--- src/rtl/chip8_mem_responder.sv ---
// Responder for chip8 processor byte requests: a 32-byte register file, a path to the
// main-memory BRAM, fixed-latency in-order read responses, timers and ROM-loader writes.
module chip8_mem_responder #(
   parameter int                 RAM_LATENCY = 2,
   parameter int                 TYPE_W      = 1,
   parameter logic [TYPE_W-1:0]  TYPE_REG    = '0,
   parameter logic [TYPE_W-1:0]  TYPE_RAM    = 1,
   parameter logic [15:0]        PC_RESET    = 16'h0200
) (
   input  logic              clk_in,
   input  logic              rst_in,
   input  logic [11:0]       proc_addr_in,
   input  logic              proc_we_in,
   input  logic              proc_valid_in,
   input  logic [7:0]        proc_data_in,
   input  logic [TYPE_W-1:0] proc_type_in,
   output logic              proc_ready_out,
   output logic              proc_valid_out,
   output logic [7:0]        proc_data_out,
   input  logic              timer_decr_in,
   input  logic              load_busy_in,
   input  logic              load_valid_in,
   input  logic [11:0]       load_addr_in,
   input  logic [7:0]        load_data_in,
   output logic [11:0]       ram_addr_out,
   output logic              ram_we_out,
   output logic [7:0]        ram_din_out,
   input  logic [7:0]        ram_dout_in,
   output logic              active_audio_out,
   output logic [1:0]        error_out
);

   localparam int PIPE_D = RAM_LATENCY + 1;
   localparam int DT_IDX = 20;
   localparam int ST_IDX = 21;

   logic [7:0]        regs_q [32];
   logic [7:0]        regs_d [32];
   logic [PIPE_D-1:0] pv_q, pv_d;
   logic [PIPE_D-1:0] pram_q, pram_d;
   logic [7:0]        pdat_q [PIPE_D];
   logic [7:0]        pdat_d [PIPE_D];
   logic              proc_valid_q, proc_valid_d;
   logic [7:0]        proc_data_q, proc_data_d;
   logic [11:0]       ram_addr_q, ram_addr_d;
   logic              ram_we_q, ram_we_d;
   logic [7:0]        ram_din_q, ram_din_d;
   logic              audio_q, audio_d;
   logic [1:0]        error_q, error_d;

   logic       accept;
   logic       is_reg;
   logic       is_ram;
   logic       reg_oor;
   logic [4:0] reg_idx;
   logic [7:0] reg_rdata;

   assign proc_ready_out = !rst_in && !load_busy_in;

   always_comb begin
      accept    = proc_valid_in && proc_ready_out;
      is_reg    = (proc_type_in == TYPE_REG);
      is_ram    = (proc_type_in == TYPE_RAM);
      reg_oor   = |proc_addr_in[11:5];
      reg_idx   = proc_addr_in[4:0];
      reg_rdata = reg_oor ? 8'h00 : regs_q[reg_idx];

      // Timers decrement first so a same-cycle processor write overrides the byte.
      regs_d = regs_q;
      if (timer_decr_in) begin
         if (regs_q[DT_IDX] != 8'h00) regs_d[DT_IDX] = regs_q[DT_IDX] - 8'd1;
         if (regs_q[ST_IDX] != 8'h00) regs_d[ST_IDX] = regs_q[ST_IDX] - 8'd1;
      end
      if (accept && is_reg && proc_we_in && !reg_oor) regs_d[reg_idx] = proc_data_in;

      pv_d      = {pv_q[PIPE_D-2:0], accept && !proc_we_in};
      pram_d    = {pram_q[PIPE_D-2:0], is_ram};
      pdat_d[0] = reg_rdata;
      for (int i = 1; i < PIPE_D; i++) pdat_d[i] = pdat_q[i-1];

      proc_valid_d = pv_q[PIPE_D-1];
      proc_data_d  = proc_data_q;
      if (pv_q[PIPE_D-1]) proc_data_d = pram_q[PIPE_D-1] ? ram_dout_in : pdat_q[PIPE_D-1];

      ram_we_d   = 1'b0;
      ram_addr_d = ram_addr_q;
      ram_din_d  = ram_din_q;
      if (load_busy_in && load_valid_in) begin
         ram_we_d   = 1'b1;
         ram_addr_d = load_addr_in;
         ram_din_d  = load_data_in;
      end else if (accept && is_ram) begin
         ram_we_d   = proc_we_in;
         ram_addr_d = proc_addr_in;
         ram_din_d  = proc_data_in;
      end

      audio_d = (regs_q[ST_IDX] != 8'h00);
      error_d = error_q | {accept && is_reg && reg_oor, proc_valid_in && !proc_ready_out};
   end

   always_ff @(posedge clk_in) begin
      if (rst_in) begin
         for (int i = 0; i < 32; i++) regs_q[i] <= 8'h00;
         regs_q[18] <= PC_RESET[15:8];
         regs_q[19] <= PC_RESET[7:0];
         pv_q       <= '0;
         pram_q     <= '0;
         for (int i = 0; i < PIPE_D; i++) pdat_q[i] <= 8'h00;
         proc_valid_q <= 1'b0;
         proc_data_q  <= 8'h00;
         ram_addr_q   <= 12'h000;
         ram_we_q     <= 1'b0;
         ram_din_q    <= 8'h00;
         audio_q      <= 1'b0;
         error_q      <= 2'b00;
      end else begin
         regs_q       <= regs_d;
         pv_q         <= pv_d;
         pram_q       <= pram_d;
         pdat_q       <= pdat_d;
         proc_valid_q <= proc_valid_d;
         proc_data_q  <= proc_data_d;
         ram_addr_q   <= ram_addr_d;
         ram_we_q     <= ram_we_d;
         ram_din_q    <= ram_din_d;
         audio_q      <= audio_d;
         error_q      <= error_d;
      end
   end

   assign proc_valid_out   = proc_valid_q;
   assign proc_data_out    = proc_data_q;
   assign ram_addr_out     = ram_addr_q;
   assign ram_we_out       = ram_we_q;
   assign ram_din_out      = ram_din_q;
   assign active_audio_out = audio_q;
   assign error_out        = error_q;

endmodule

--- config.mk ---
export PLATFORM = sky130hd
export DESIGN_NAME = chip8_mem_responder
export DESIGN_NICKNAME = d
export VERILOG_FILES = /design/src/rtl/chip8_mem_responder.sv
export SDC_FILE = /design/constraint.sdc
export NUM_CORES = 1
export LEC_CHECK = 0
export ABC_CLOCK_PERIOD_IN_PS = 2400
export BUFFER_PORTS_ARGS = -buffer_cell sky130_fd_sc_hd__buf_4
export CAP_MARGIN = 15
export CORE_UTILIZATION = 60
export CTS_CLUSTER_DIAMETER = 120
export DETAILED_ROUTE_END_ITERATION = 10
export GPL_ROUTABILITY_DRIVEN = 0
export PLACE_DENSITY_LB_ADDON = 0.15
export SLEW_MARGIN = 20
export SYNTH_ARGS = -nofsm -noshare
export SYNTH_HDL_FRONTEND = slang
export SYNTH_SLANG_ARGS = --single-unit
--- constraint.sdc ---
create_clock -name clk_in -period 2.4 [get_ports clk_in]
set_input_delay 0.48 -clock clk_in [delete_from_list [all_inputs] [get_ports clk_in]]
set_output_delay 0.48 -clock clk_in [all_outputs]
set_load 0.02 [all_outputs]
* Word-level counts from Yosys, hierarchy flattened *
Index checks and enable logic that the tools add are counted.

operators by class
  add/sub/neg operators = 2
  order comparisons = 2
  multiplexer cells = 17
  bitwise logic cells = 3
  reductions and logical operators = 21

operator list
  cell                 count
  $bwmux 256           1
  $mux 96              1
  $mux 8               8
  $bmux 8 s5           1
  $demux 8 s5          1
  $mux 12              2
  $mux 16              1
  $reduce_bool 8->1    2
  $sub 8x1->8 const B  2
  $logic_and 1x1->1    11
  $reduce_or 8->1      1
  $reduce_or 7->1      1
  $ge 6x6->1 const B   1
  $lt 6x1->1 const B   1
  $not 5->6            1
  $logic_not 1->1      5
  $mux 1               2
  $or 2x2->2           1
  $reduce_bool 2->1    1
  $not 1->1            1

word-level totals
  register bits = 319
  input port bits = 56
  output and inout bits = 34
  logic and storage cells = 89

* Longest topological paths before layout *
  word-level depth = 7
  gate-level depth with buffers = 8
  depth with buffers taken out = 6

* Worst setup path after synthesis *
No wires, ideal clock.

  path type = input-to-reg
  start = input port proc_addr_in[1]
  end = register pdat_q (netlist bit pdat_d[11])
  library setup time = 128 ps
  arrival = 1985 ps
  required time = 2272 ps
  setup slack = 287 ps
  cell stages on the path = 7
  buffers on the path = 3
  path through = clkbuf_1 -> buf_2 -> clkbuf_1 -> mux2i_1 -> o22ai_1 -> nor4_1 -> a21oi_1

on the way
  word-level cells in the longest chain between the ends = 4

ends and longest elaborated chain
  what                                       RTL line  source
  start, declared                            12        input logic [11:0] proc_addr_in,
  $not 5->6 (not written as such)            66        reg_rdata = reg_oor ? 8'h00 : regs_q[reg_idx];
  $bmux 8 s5                                 66
  $mux 8 (not written as such) (2 in a row)  66
  end signal, assigned                       121       pdat_q <= pdat_d;
  end, declared                              41        logic [7:0] pdat_q [PIPE_D];

Every way passes these cells. The select of a mux whose other input is x is not followed.
A chain may end at the register's enable or synchronous reset.

* Final worst setup path *
  start = input port load_busy_in
  end = register regs_q[133] (netlist bit)

on the way
  word-level cells in the longest chain between the ends = 6

ends and longest elaborated chain
  what                            RTL line  source
  start, declared                 21        input logic load_busy_in,
  $logic_not 1->1                 58        assign proc_ready_out = !rst_in && !load_busy_in;
  $logic_and 1x1->1               58
  $logic_and 1x1->1               61        accept = proc_valid_in && proc_ready_out;
  $logic_and 1x1->1 (3 in a row)  74        if (accept && is_reg && proc_we_in && !reg_oor) regs_d[reg_idx] = proc_data_in;
  end signal, assigned            118       regs_q <= regs_d;
  end, declared                   37        logic [7:0] regs_q [32];

Every way passes these cells.

==> impl_metrics.tcl <==
set metrics [dict create \
    outcome "complete, no violations" \
    holdBufCountCts 0 \
    syn_nets 1761 \
    hold_start "proc_we_in" \
    antenna_cells 0 \
    clock_latency_ns 0.51 \
    arrival_ns 2.29 \
    finalCritPeriodShare 0.805 \
    grt_pass1_vias 12461 \
    p_comb_frac 0.125 \
    ys_ff_latch 319 \
    synth.distinct_cells 52 \
    dieArea_sq_um 24700 \
    dr.pass1.iters 6 \
    ir_drop_mv 0.545 \
    worstHoldPathCells 2 \
    yosysTopAreaCellShare 0.441 \
    synthArstFlopShare 0 \
    crit_type "in -> reg" \
    syn2layout_area_growth_pct 14.7 \
    core-area_sq_um 23500 \
    path_clk_slew_ns 0.06 \
    wire_per_inst_microns 22.0 \
    slew_viol_final 0 \
    setup_violations 0 \
    grt_pass1_wl_microns 69700 \
    die_y_microns 157 \
    ant_nets 0 \
    syn_area_sq_um 14500 \
    clock_path_buffers 3 \
    clk_root_buffer_cell "clkbuf_16" \
    cp-start-kind "input pin" \
    max_freq_ghz 0.517 \
    fill_cells 1903 \
    cp_slowest_cell "or4b_4" \
    initial_core_util 0.615 \
    drv_cap 0 \
    grt_max_degree 204 \
    cts.sinks 319 \
    power_frac_seq 0.462 \
    reg2reg_setup_slack_ns 0.60 \
    cts_max_level 2 \
    track_usage 0.361 \
    slew_headroom 0.349 \
    worst_slew_pin_slew_ns 0.976 \
    regToRegStartpoint "regs_q[88]" \
    fp-row-count 56 \
    ys_seq_area_frac 0.441 \
    hold_viol_final 0 \
    port_buffers 89 \
    vias 13610 \
    synth_ff_type "dfxtp_1" \
    dp_hpwl_microns 27000 \
    endpoint_kind "register" \
    hold_class "in -> reg" \
    routed_wl_microns 45000 \
    switchingPower_uw 3090 \
    cts_resized 0 \
    synth.area.top_cells "dfxtp_1, mux2i_1, a21oi_1, nand3_1, o21ai_0" \
    cts_tree "built" \
    finClkSkew_ns 0.00869 \
    crit_chain "buf_4 > or4b_4 > or3_2 > buf_12 > o21ai_0 > a21oi_1" \
    power_per_cell_area_nw_per_um2 732 \
    postCtsSetupBuffers 0 \
    power_uw 12200 \
    tns_ns 0 \
    drive_gt1_frac 0.140 \
    overflow 0 \
    path_max_fanout 56 \
    internal-power_uw 9060 \
    syn_inst 1702 \
    io-pin-count 90 \
    die_x_microns 157 \
    synth_edf_count 0 \
    antenna_found_initial 0 \
    ys.warnings.count 0 \
    reg2reg_depth 6 \
    whs_endpoint "pv_q[0]" \
    nets 1767 \
    dpl_worst_slack_ns -0.00238 \
    switching_share 0.254 \
    synth_top_area_cell "dfxtp_1" \
    drt-vias-per-instance 6.66 \
    rsz0062_at_grt "false" \
    cts_buffers 34 \
    r2r_end "regs_q[89]" \
    drtIter0Drc 1867 \
    p_leak_uw 0.00588 \
    syn_area_per_cell_sq_um 8.50 \
    cp_slowest_stage_delay_ns 0.57 \
    power_frac_clock 0.413 \
    min_period_ns 1.93 \
    drc 0 \
    fin_ws_ns 0.468 \
    required_ns 2.76 \
]
per-layer routing:
layer	vias to the layer above	GRT usage	part of all wire
met5	-	0	0
met2	850	0.567	0.46
li1	6182	-	-
met1	6452	0.481	0.39
met3	126	0.0702	0.11
met4	0	0.161	0.038
power groups by stage:
stage               logic (uW)  clock network (uW)  registers (uW)
global placement          1450                   0            5720
floorplan                  979                   0            5700
CTS                       1490                5050            5600
global route              1640                5270            5630
detailed placement        1480                   0            5720
finish                    1520                5020            5610
sequential cells by signal, summed over array words and instances, names as in the netlist:
signal	flops
pv_q	3
pdat_q	8
error_out	2
proc_valid_out	1
ram_we_out	1
pram_q	3
active_audio_out	1
pdat_d	16
ram_din_out	8
ram_addr_out	12
proc_data_out	8
regs_q	256
metrics by stage:
stage	hold slack (ns)	utilization	instance area [sq um]	instances
after floorplan	0.414	-	14500	1702
after global placement	0.418	0.661	15600	1991
after detailed placement	0.423	0.661	15600	1991
after CTS	0.205	0.705	16600	2043
after global routing	0.210	0.705	16600	2043
final	0.203	0.705	16600	2043
kinds of logic (layout without fill, tap and decap cells):
| kind of cell | after synthesis | in the layout | share of synthesized area |
|---|---|---|---|
| and+or+nand+nor | 417 | 417 | 0.155 |
| muxes | 182 | 182 | 0.126 |
| adders and majority gates | 3 | 3 | 0.00259 |
| xor gates and xnor gates | 6 | 6 | 0.00363 |
| buffers and inverters | 207 | 229 | 0.0600 |
| DFF | 319 | 319 | 0.441 |
| AOI/OAI and AO/OA | 568 | 568 | 0.211 |
cells in the mapped netlist, types with 14 or more instances:
| cell | number |
|---|---|
| dfxtp_1 | 319 |
| a21oi_1 | 248 |
| nand3_1 | 220 |
| o21ai_0 | 200 |
| mux2i_1 | 180 |
| clkbuf_1 | 141 |
| o22ai_1 | 64 |
| nand2_1 | 62 |
| buf_2 | 43 |
| nor2_1 | 27 |
| nor2b_1 | 26 |
| a211oi_1 | 18 |
| nor4_1 | 18 |
| a22oi_1 | 14 |
layout make-up:
cell class	count	area, sq um	area share
clock buffers	47	951	0.0573
flip-flops and latches	319	6390	0.385
multi-input cells	1176	7260	0.438
repair buffers	168	1480	0.0894
inverters	9	33.8	0.00204
well taps	319	399	0.0241
clock inverters	5	78.8	0.00475
critical path, delay by kind of cell:
family / cells / cell delay (ns)
AND/OR/NAND/NOR: 2 / 1.11
buffers and inverters: 2 / 0.31
AO/OA/AOI/OAI: 2 / 0.34
layout by cell type, fill, tap and decap left out, types with 5 or more instances in the layout:
cell / instances
clkbuf_1: 9
o21ai_0: 200
xnor2_1: 5
o22ai_1: 64
buf_12: 17
dfxtp_1: 319
nand4bb_1: 6
clkbuf_16: 35
nand3_2: 5
nor2b_1: 26
buf_4: 149
nand2_1: 62
o31ai_1: 8
nor3_1: 10
a22oi_1: 14
mux2i_1: 180
and3_1: 6
a211oi_1: 18
nor4_1: 18
inv_1: 8
nor2_1: 27
o21ai_1: 9
or4b_2: 5
a21oi_1: 248
nand3_1: 217
worst max path at each step:
stage / from / to / slack [ns] / depth (start not counted)
2_1_floorplan: proc_addr_in[1] / pdat_d[11] / 0.29 / 7
3_3_place_gp: load_busy_in / regs_q[230] / 0.05 / 6
3_5_place_dp: load_busy_in / regs_q[98] / -0.002 / 6
4_1_cts: load_busy_in / regs_q[98] / 0.53 / 6
5_1_grt: proc_addr_in[6] / regs_q[225] / 0.45 / 6
6_report: load_busy_in / regs_q[133] / 0.47 / 6
Note: power is estimated with default switching activity, not from simulation.
